--- config.mk ---
export PLATFORM = sky130hd
export DESIGN_NAME = gauss3x3_col_stream
export DESIGN_NICKNAME = d
export VERILOG_FILES = /design/src/rtl/gauss_pkg.sv /design/src/rtl/gauss_vsum.sv /design/src/rtl/gauss3x3_col_stream.sv
export SDC_FILE = /design/constraint.sdc
export NUM_CORES = 1
export LEC_CHECK = 0
export ABC_CLOCK_PERIOD_IN_PS = 7900
export BUFFER_PORTS_ARGS = -buffer_cell sky130_fd_sc_hd__clkbuf_2
export CAP_MARGIN = 40
export CORE_MARGIN = 2
export CORE_UTILIZATION = 63
export CTS_CLUSTER_DIAMETER = 120
export DETAILED_ROUTE_END_ITERATION = 16
export PLACE_DENSITY = 0.95
export SKIP_CTS_REPAIR_TIMING = 1
export SLEW_MARGIN = 10
export SYNTH_ARGS = -nofsm -noshare
export SYNTH_HDL_FRONTEND = slang
export SYNTH_SLANG_ARGS = --single-unit
--- constraint.sdc ---
create_clock -name i_clk -period 7.9 [get_ports i_clk]
set_clock_uncertainty 0.1 [all_clocks]
set_input_delay 1.185 -clock i_clk [delete_from_list [all_inputs] [get_ports i_clk]]
set_output_delay 1.185 -clock i_clk [all_outputs]
set_load 0.03 [all_outputs]
--- src/rtl/gauss_pkg.sv ---
// Shared constants and types for the 3x3 Gaussian column-stream core.
package gauss_pkg;

  localparam int unsigned DEFAULT_PIXEL_W    = 8;
  localparam int unsigned DEFAULT_LINE_WIDTH = 512;
  localparam int unsigned VSUM_W             = 10;
  localparam int unsigned HSUM_W             = 12;
  localparam int unsigned NORM_SHIFT         = 4;

  // Position class of the incoming column, used for left-border replication.
  typedef enum logic [1:0] {
    COL_FIRST  = 2'd0,
    COL_SECOND = 2'd1,
    COL_BODY   = 2'd2
  } col_phase_e;

endpackage

--- src/rtl/gauss_vsum.sv ---
// Combinational 1-2-1 vertical sum of one pixel column.
module gauss_vsum
  import gauss_pkg::*;
#(
  parameter int unsigned PIXEL_W = DEFAULT_PIXEL_W,
  parameter int unsigned SUM_W   = PIXEL_W + (VSUM_W - DEFAULT_PIXEL_W)
) (
  input  logic [PIXEL_W-1:0] pix_top_i,
  input  logic [PIXEL_W-1:0] pix_mid_i,
  input  logic [PIXEL_W-1:0] pix_bot_i,
  output logic [SUM_W-1:0]   vsum_c_o
);

  assign vsum_c_o = SUM_W'(pix_top_i) + SUM_W'({pix_mid_i, 1'b0}) + SUM_W'(pix_bot_i);

endmodule

--- src/rtl/gauss3x3_col_stream.sv ---
// Streaming 3x3 Gaussian smoother: one column in, one filtered pixel out,
// two register stages (window + horizontal sum, then output) under valid/ack.
module gauss3x3_col_stream
  import gauss_pkg::*;
#(
  parameter int unsigned LINE_WIDTH = DEFAULT_LINE_WIDTH,
  parameter int unsigned PIXEL_W    = DEFAULT_PIXEL_W
) (
  input  logic               i_clk,
  input  logic               i_rst,
  input  logic [PIXEL_W-1:0] i_pixel_1,
  input  logic [PIXEL_W-1:0] i_pixel_2,
  input  logic [PIXEL_W-1:0] i_pixel_3,
  input  logic               i_pixel_valid,
  output logic               o_pixel_ack,
  output logic               o_pixel_valid,
  input  logic               i_pixel_ack,
  output logic [PIXEL_W-1:0] o_pixel
);

  localparam int unsigned VS_W  = PIXEL_W + (VSUM_W - DEFAULT_PIXEL_W);
  localparam int unsigned HS_W  = PIXEL_W + (HSUM_W - DEFAULT_PIXEL_W);
  localparam int unsigned COL_W = (LINE_WIDTH > 2) ? $clog2(LINE_WIDTH) : 2;

  logic              adv_c;
  logic              in_xfer_c;
  logic [VS_W-1:0]   vsum_c;
  logic [VS_W-1:0]   win_l_c;
  logic [VS_W-1:0]   win_m_c;
  logic [HS_W-1:0]   hsum_c;
  col_phase_e        phase_c;

  logic [COL_W-1:0]   col_q,       col_d;
  logic [VS_W-1:0]    prev1_q,     prev1_d;
  logic [VS_W-1:0]    prev2_q,     prev2_d;
  logic [HS_W-1:0]    s1_hsum_q,   s1_hsum_d;
  logic               s1_valid_q,  s1_valid_d;
  logic [PIXEL_W-1:0] out_pix_q,   out_pix_d;
  logic               out_valid_q, out_valid_d;

  gauss_vsum #(
    .PIXEL_W (PIXEL_W),
    .SUM_W   (VS_W)
  ) u_vsum (
    .pix_top_i (i_pixel_1),
    .pix_mid_i (i_pixel_2),
    .pix_bot_i (i_pixel_3),
    .vsum_c_o  (vsum_c)
  );

  // Whole pipeline moves together whenever the output slot is free or being taken.
  assign adv_c     = i_pixel_ack || !out_valid_q;
  assign in_xfer_c = i_pixel_valid && adv_c;

  // Left-border replication: the first two columns of a line reuse v(0).
  always_comb begin
    phase_c = COL_BODY;
    if (col_q == COL_W'(0)) begin
      phase_c = COL_FIRST;
    end else if (col_q == COL_W'(1)) begin
      phase_c = COL_SECOND;
    end
  end

  always_comb begin
    win_l_c = prev2_q;
    win_m_c = prev1_q;
    unique case (phase_c)
      COL_FIRST: begin
        win_l_c = vsum_c;
        win_m_c = vsum_c;
      end
      COL_SECOND: begin
        win_l_c = prev1_q;
        win_m_c = prev1_q;
      end
      default: begin
        win_l_c = prev2_q;
        win_m_c = prev1_q;
      end
    endcase
    hsum_c = HS_W'(win_l_c) + HS_W'({win_m_c, 1'b0}) + HS_W'(vsum_c);
  end

  always_comb begin
    col_d       = col_q;
    prev1_d     = prev1_q;
    prev2_d     = prev2_q;
    s1_hsum_d   = s1_hsum_q;
    s1_valid_d  = s1_valid_q;
    out_pix_d   = out_pix_q;
    out_valid_d = out_valid_q;
    if (adv_c) begin
      out_pix_d   = PIXEL_W'(s1_hsum_q >> NORM_SHIFT);
      out_valid_d = s1_valid_q;
      s1_valid_d  = in_xfer_c;
      if (in_xfer_c) begin
        s1_hsum_d = hsum_c;
        prev2_d   = win_m_c;
        prev1_d   = vsum_c;
        col_d     = (col_q == COL_W'(LINE_WIDTH - 1)) ? COL_W'(0) : col_q + COL_W'(1);
      end
    end
  end

  always_ff @(posedge i_clk) begin
    if (i_rst) begin
      col_q       <= '0;
      prev1_q     <= '0;
      prev2_q     <= '0;
      s1_hsum_q   <= '0;
      s1_valid_q  <= 1'b0;
      out_pix_q   <= '0;
      out_valid_q <= 1'b0;
    end else begin
      col_q       <= col_d;
      prev1_q     <= prev1_d;
      prev2_q     <= prev2_d;
      s1_hsum_q   <= s1_hsum_d;
      s1_valid_q  <= s1_valid_d;
      out_pix_q   <= out_pix_d;
      out_valid_q <= out_valid_d;
    end
  end

  assign o_pixel_ack   = adv_c;
  assign o_pixel_valid = out_valid_q;
  assign o_pixel       = out_pix_q;

endmodule

==> results of run 1 <==
[how the worst min path moves through the flow]
stage	end	slack, ns	cells after the start
2_1_floorplan	prev1_q[7]$_SDFFE_PP0P_	0.33	2
3_3_place_gp	prev1_q[7]$_SDFFE_PP0P_	0.34	2
3_5_place_dp	prev2_q[2]$_SDFFE_PP0P_	0.35	2
4_1_cts	prev2_q[2]$_SDFFE_PP0P_	0.36	2
5_1_grt	o_pixel[4]$_SDFFE_PP0N_	0.38	2
6_report	prev1_q[9]$_SDFFE_PP0P_	0.36	2
[cells by family (layout without fill, tap and decap cells)]
group / after synthesis / in the layout
AOI/OAI and AO/OA: 79 / 79
xor gates and xnor gates: 15 / 15
adders and majority gates: 39 / 39
buffers and inverters: 49 / 79
DFF: 47 / 47
muxes: 8 / 8
and+or+nand+nor: 124 / 124
[sequential cells by signal, summed over array words and instances, names as in the netlist]
register,count
prev1_q,10
prev2_q,10
col_q,9
o_pixel,8
s1_hsum_q,8
o_pixel_valid,1
s1_valid_q,1
[routing by layer]
layer	up-vias	global-route usage, %
li1	1276	-
met1	1250	28.7
met2	60	45.8
met3	17	5.76
met4	0	9.90
met5	-	0
[cell usage in the layout (no fill, tap or decap), types with 2 or more instances in the layout]
cell type   instances
nand2_1            52
xnor2_1             9
nor2_1             34
nor3b_1             2
xor2_1              6
and2_1              3
fa_1               17
nand3b_1            2
or4_1               2
mux2_2              2
nor3_1              3
inv_1              33
ha_1               22
mux2i_1             6
a22o_1              3
a31oi_1             3
o21ai_0             9
clkbuf_8            5
nand4b_1            3
a211oi_1           11
a21oi_1            36
clkinvlp_4          2
nand4_1             4
and3_1              2
clkbuf_2           37
o21a_1              2
a21o_1              9
or3_1               4
nand3_1             4
dfxtp_1            47
nor2b_1             2
[synth_stat cells (all sizes together), types with 2 or more instances]
library cell | count | area (µm²)
a211oi | 11 | 82.6
a21o | 9 | 67.6
a21oi | 36 | 180
a22o | 3 | 26.3
a31oi | 3 | 18.8
and2 | 3 | 18.8
and3 | 2 | 12.5
buf | 2 | 8.75
clkbuf | 14 | 52.6
dfxtp | 47 | 941
fa | 17 | 340
ha | 22 | 275
inv | 33 | 124
mux2 | 2 | 22.5
mux2i | 6 | 60.1
nand2 | 52 | 195
nand3 | 4 | 20.0
nand3b | 2 | 15.0
nand4 | 4 | 25.0
nand4b | 3 | 26.3
nor2 | 34 | 128
nor2b | 2 | 12.5
nor3 | 4 | 31.3
nor3b | 2 | 15.0
o21a | 2 | 15.0
o21ai | 10 | 53.8
or3 | 4 | 25.0
or4 | 3 | 26.3
xnor2 | 9 | 78.8
xor2 | 6 | 52.6
[final cells by class]
type	count	area, µm²
multi-input combinational	265	1920
tap	54	67.6
sequential	47	941
fill	342	1360
clock buffer	5	68.8
clock inverter	3	20.0
inverter	33	124
timing repair buffer	38	193
[stage by stage]
step / cells / total power [W] / util (%) / instance area, µm²
5_1_grt: 445 / 0.00123 / 71.1 / 3340
4_1_cts: 445 / 0.00113 / 71.1 / 3340
3_3_place_gp: 437 / 0.000930 / 69.2 / 3250
3_5_place_dp: 437 / 0.000966 / 69.2 / 3250
6_report: 445 / 0.00113 / 71.1 / 3340
2_1_floorplan: 361 / 0.000837 / - / 3050
[worst max-delay path, delay by kind of cell]
family,cells,cell delay [ns]
buf+inv,5,0.31
compound gates,9,1.61
simple gates,4,0.50
fa+ha+maj,5,1.76
mux,1,0.28
[power breakdown]
part	total, W	leakage [nW]	internal [W]	switching, W
clock network	0.000148	0.0402	0.0000617	0.0000867
logic	0.000694	1.14	0.000299	0.000396
registers	0.000289	0.386	0.000271	0.0000178
total	0.00113	1.56	0.000632	0.000500
==> results.md, run 1 <==
Yosys:
- The most used flip-flop cell after synthesis is dfxtp_1.
- Sequential cells were found to cover 30.9% of the synthesized design area.
- The average footprint of a synthesized cell is 8.44 µm².
- The cell area after technology mapping is 3050 µm².
- The number of cells produced by synthesis is 361.
- During synthesis, Yosys emitted a total of 0 warnings.
- The number of nets handed over by synthesis was 428.
- After Yosys synthesis, XOR and XNOR cells account for 4.31% of the synthesized area.
- The synthesized netlist devotes 19.3% of its cell area to simple gates.
- After synthesis the netlist holds a flip-flop and latch count of 47.
- The post-synthesis adder-cell area fraction is between 20% and 30%.
- The synthesized netlist devotes 16.5% of its cell area to compound gates.
- The share of cell area taken by muxes after synthesis is 2.71%.
- After synthesis, the netlist uses 44 different library cells.
- By area, the combinational part of the netlist is dominated by adder cells.
- After synthesis, the share of flip-flops with an asynchronous set or reset is 0%.
- The synthesized design contains 0 enable-type register cells.

Routing:
- Using the TritonRoute via totals, the vias-per-cell ratio works out to approximately 5.8.
- The detailed router used layers up to and including met4.
- The final antenna-violating net count is 0.
- The sum of met2 wire segment lengths after detailed routing is 3150 µm.
- The DRC marker count from the first detailed-route iteration is 140.
- The number of vias after detailed routing is 2603.
- After detailed routing, the wire length on met1 is 2570 µm.
- The final routed DRC violation total is 0.
- The first detailed-routing pass took 5 iterations.
- The wire length on met3 is about 260 µm.
- The routed wire length per instance is 13.7 µm.
- Summed over all layers, the routed wires come to 6120 µm.

Worst setup path:
- The end of the worst register-to-register path is s1_hsum_q[6]$_SDFFE_PP0P_.
- The end of the critical path is s1_hsum_q[11]$_SDFFE_PP0P_.
- The largest fanout of any net on the critical path is 5.
- For this design, the slowest cell found on the critical path is fa_1.
- The source of the critical timing path is i_pixel_1[1].
- For this run, the slowest stage of the critical path takes 0.46 ns.
- The worst setup path is captured at a flip-flop.
- The critical setup path kind is in2reg.
- Walking the worst path, the cells encountered are clkbuf_2 -> inv_1 -> fa_1 -> inv_1 -> ha_1 -> inv_1 -> fa_1 -> nor2b_1 -> o21ai_0 -> a21boi_0 -> nor2_1 -> mux2i_1 -> nand2_1 -> o21ai_0 -> fa_1 -> inv_1 -> ha_1 -> a21o_1 -> a21o_1 -> a21oi_1 -> o21ai_2 -> a31oi_1 -> nand2b_1 -> a211oi_1.
- The startpoint of the most critical register-to-register path is col_q[4]$_SDFFE_PP0P_.
- The count of cells along the worst register-to-register path is 14.
- The most frequent cell on the critical path is inv_1.
- The worst register-to-register path has a setup slack of 3.45 ns.
- STA classifies the critical path startpoint as an input port.
- Data arrives at the worst endpoint at 5.66 ns.
- At the worst endpoint, the required time is 7.97 ns.

STA:
- Setup violations remaining at the end of the flow were counted as 0.
- The count of final max-slew check failures is 0.
- Setup repair after global routing left no endpoint under its margin.
- Headroom to the max-slew limit came out at 43.8%.
- The transition time of the tightest slew-check pin is 0.844 ns.
- The final critical-path required period is 5.59 ns.
- The count of endpoints failing hold in the final timing report came to 0.
- After layout, the worst path uses 70.8% of the clock period.
- Based on the critical path, the design can be clocked at up to 179 MHz.
- For the final routed database, the setup TNS stands at 0 ns.
- The worst hold-check slack is 0.355 ns.
- The worst setup slack after layout is between 2 and 2.5 ns.

Clock network:
- The H-tree depth reported by CTS is 2.
- The number of buffers between clock root and the deepest sink is 2.
- The root buffer cell is clkbuf_8.
- The TritonCTS clock tree is built.
- Clock-pin slew was measured on the worst setup and hold paths at 0.09 ns.
- The number of clock buffers inserted by TritonCTS is 5.
- The clock drives 47 sinks.
- The clock insertion delay at the later pin of the skew report is roughly 0.31 ns.

Placement:
- Buffers placed on the I/O ports in this run total 37.
- Detailed placement finished with a half-perimeter wire length of 4350 µm.
- At the end of routability-driven placement, the weighted congestion stood at 0.847.
- The post-placement worst setup slack is 2.06 ns.

Run:
- The total of max-cap violations is 0.

Floorplan:
- The floorplan step defined a die boundary enclosing 5410 µm².
- During I/O placement, the number of pins put on the boundary was 38.
- The site row count is 25.
- The standard cell core area is 4690 µm².
- The vertical die dimension is 73.6 µm.
- The starting density of the core is between 60 and 70%.
- The chip width is 73.6 µm.

Global route:
- The number of antenna violations at the first check in global routing is 0.
- The maximum number of pins on one net before global-route repair is 44.
- The global routing usage summed across all routing layers is 25.4%.
- The via count of the first global-routing pass is 2553.
- For this run the aggregate overflow at the end of global routing stands at 0.
- The first global-routing pass estimated 10700 µm of wire.

Finish:
- The number of antenna diodes in the final layout is 0.
- The fraction of layout cells with a size suffix above 1 is 13.8%.
- After the last flow step, the layout net total stands at 457.
- Relative to the synthesized area, the layout overhead comes to 9.44%.

Power and ir drop:
- The peak supply drop is 0.000311 V.
- Power spread over the standard cell area amounts to 339 nW/µm².
- For this design the static power due to leakage is 1.56 nW.

Worst hold path:
- The worst hold path belongs to the class reg2reg.
- The hold path startpoint is prev1_q[9]$_SDFFE_PP0P_.

Run status:
- The run finished with clean final reports.
Note: power is estimated with default switching activity, not from simulation.
==> run 2: changes to the inputs <==
- ABC_CLOCK_PERIOD_IN_PS: 7900 -> 4500
- CORE_UTILIZATION: 63 -> 53
- PLACE_DENSITY: 0.95 -> 0.87
- clock period: 7.9 -> 4.5 ns (I/O delays scaled with it)
==> run 2 against run 1 <==
Effect of this change: the flow now finishes with violations (negative setup slack); routed wire length increased by 13%; flip-flop and latch count unchanged; sequential power rose by 76%; utilization decreased by 3.2 points; register-to-register slack lost 3.1 ns; via count grew 4.5%; die area is 18% higher; power rose by 120%; worst setup slack lost 2.4 ns; clock-buffer cell count unchanged; critical path depth up 1; combinational power grew to 2.5 times the previous value; critical endpoint is now s1_hsum_q[9]$_SDFFE_PP0P_; largest cell class unchanged; highest routed layer unchanged.
==> results.md, run 2 (synthesis results as in run 1) <==
Run status:
- The run finished, with violations left.
- The final reports fail on negative setup slack.

Finish:
- The largest registers in the layout are prev1_q x10, prev2_q x10, col_q x9.
- The non-filler instance count after layout is 497.
- The repair_antennas step left the layout with diodes totalling 0.
- The filler cells instantiated in the layout total about 410.
- In the final design database the tool counted 491 nets.
- Leaving out fill and tap cells, the most frequent cell in the layout is nand2_1.
- The finished cells cover 3760 µm².
- The area added between synthesis and finish is 23.4%.
- Leaving out fill and tap cells, the most frequent cells in the layout are 52 x nand2_1, 47 x dfxtp_1, 36 x clkbuf_2, 35 x buf_4, 34 x nor2_1.
- The post-route netlist has 26.4% of its cells at a drive strength greater than 1.

Clock network:
- In this run, CTS created clock tree buffers numbering 5.
- Clock tree synthesis selected as its root buffer the cell clkbuf_8.
- The total number of clock tree sinks is between 40 and 50.
- The clock passes through at most 2 buffers.
- CTS built an H-tree with a depth of 2.
- The TritonCTS clock tree is built.
- Clock-pin slew was measured on the worst setup and hold paths at 0.09 ns.
- The clock insertion delay at the later pin of the skew report is 0.31 ns.

Routing:
- The detailed-routing iteration count for the pre-antenna-repair pass is 5.
- After detailed routing, the total wire length is 6910 µm.
- In the routed layout, each cell is associated on average with a via count of 5.47.
- The DRC marker count from the first detailed-route iteration is 124.
- In this run the remaining antenna-violating nets after routing total 0.
- Detailed routing inserted a total of 2720 vias.
- In the routed design, unresolved DRC markers number 0.
- The routed wire length per instance is 13.9 µm.

Floorplan:
- The die covers 6370 µm².
- The die is 79.8 µm tall.
- The starting density of the core is 55.0%.
- The count of boundary I/O pins is 38.
- The standard cell core area is between 5000 and 6000 µm².
- The die is 79.8 µm wide.
- The site row count is 27.

Global route:
- The number of antenna violations at the first check in global routing is 0.
- The maximum number of pins on one net before global-route repair is 44.
- The via count of the first global-routing pass is 2653.
- The first global-routing pass estimated 11100 µm of wire.
- The routing usage on met2 is 41.5%.
- Across every metal layer, demand over resource in global routing totals 21.8%.
- The met1 usage is 24.1%.
- Global routing used roughly 3.4% of the available met3 tracks.
- The total congestion overflow after global routing is 0.
- The layer flagged by global routing as most heavily used is met2.

Worst setup path:
- The largest single stage delay on the critical path is 0.55 ns.
- The setup path with the least slack is of type in2reg.
- The worst register-to-register path has a depth of 16.
- The largest individual stage delay along the critical path comes from the cell fa_1.
- The kind of end point of the critical path is a flip-flop.
- STA classifies the critical path startpoint as an input port.
- Data arrives at the worst endpoint at around 4.7 ns.
- The required time of the critical path is about 4.6 ns.
- Of all nets on the critical path, the largest fanout is 3.

Power and ir drop:
- For this design the static power due to leakage is 1.75 nW.
- The worst-case IR drop observed on VDD is 0.000555 V.
- Total power for the finished layout comes to 0.00253 W.
- The power per unit of standard cell area is 671 nW/µm².

STA:
- Setup repair after global routing could not meet its margin everywhere.
- The final-layout setup total negative slack is -0.0911 ns.
- The count of final max-slew check failures is 0.
- The final critical-path required period is roughly 4.5 ns.
- At the pin with the least slew margin, the transition time is roughly 0.86 ns.
- The peak clock frequency supported by timing is 220 MHz.
- The headroom to the max-slew limit is 42.9%.
- In the post-route analysis, the smallest setup slack over all paths is -0.0483 ns.
- The count of endpoints failing hold in the final timing report is 0.
- Setup violations remaining at the end of the flow were counted as 3.
- The share of the cycle needed by the critical path after routing is 101%.

Worst hold path:
- The number of stages on the worst hold path is 2.
- The path class of the tightest hold or removal check is reg2reg.

Placement:
- Buffers placed on the I/O ports in this run total 37.
- The HPWL after detailed placement is 4810 µm.
- The placed instances occupy a cell area of 3540 µm².
- Routability-driven placement finished with a final weighted congestion of between 0.8 and 0.9.
- The number of placed instances with taps included is 483.

Run:
- The total of max-cap violations is 0.
## run 2: cell types whose count changed in the layout (fill, tap and decap cells not counted), sizes merged
| cell | before | now |
|---|---|---|
| clkbuf | 42 | 41 |
| buf | 1 | 36 |
## run 2: worst max-delay path: cells and delay by family
family	cells	cell delay (ns)
buffers and inverters	6	0.42
adders and majority gates	5	1.74
muxes	1	0.12
xor gates and xnor gates	1	0.07
AOI/OAI and AO/OA	8	1.02
and+or+nand+nor	4	0.59
## run 2: final cells by class
class | count | area [µm²] | share of cell area [%]
multi-input cells | 265 | 2050 | 54.6
flip-flops and latches | 47 | 941 | 25.0
repair buffers | 72 | 458 | 12.2
inverters | 33 | 131 | 3.49
well taps | 72 | 90.1 | 2.40
clock buffers | 5 | 68.8 | 1.83
clock inverters | 3 | 20.0 | 0.532
## run 2: where the power goes
part	switching, W	internal, W	leakage [nW]
Sequential	0.0000326	0.000476	0.386
Combinational	0.000873	0.000883	1.32
Clock	0.000152	0.000108	0.0402
## run 2: metal layers
metal | wire [µm] | vias up
li1 | - | 1341
met1 | 2940 | 1323
met2 | 3650 | 41
met3 | 176 | 15
met4 | 142 | 0
met5 | 0 | -
## run 2: worst paths after layout
check / from / endpoint / slack (ns)
worst max register to register: col_q[4]$_SDFFE_PP0P_ / s1_hsum_q[6]$_SDFFE_PP0P_ / 0.33
worst min register to register: o_pixel[7]$_SDFFE_PP0N_ / o_pixel[7]$_SDFFE_PP0N_ / 0.35
worst min-delay path: o_pixel[7]$_SDFFE_PP0N_ / o_pixel[7]$_SDFFE_PP0N_ / 0.35
worst max-delay path: i_pixel_1[1] / s1_hsum_q[9]$_SDFFE_PP0P_ / -0.05
## run 2: stage by stage
stage	hold slack, ns	utilization, %	setup WS, ns
after detailed placement	0.343	64.0	-0.425
after global routing	0.370	67.9	-0.280
after floorplan	0.332	-	-0.0332
after global placement	0.339	64.0	-0.281
final	0.354	67.9	-0.0483
after CTS	0.356	65.6	-0.114
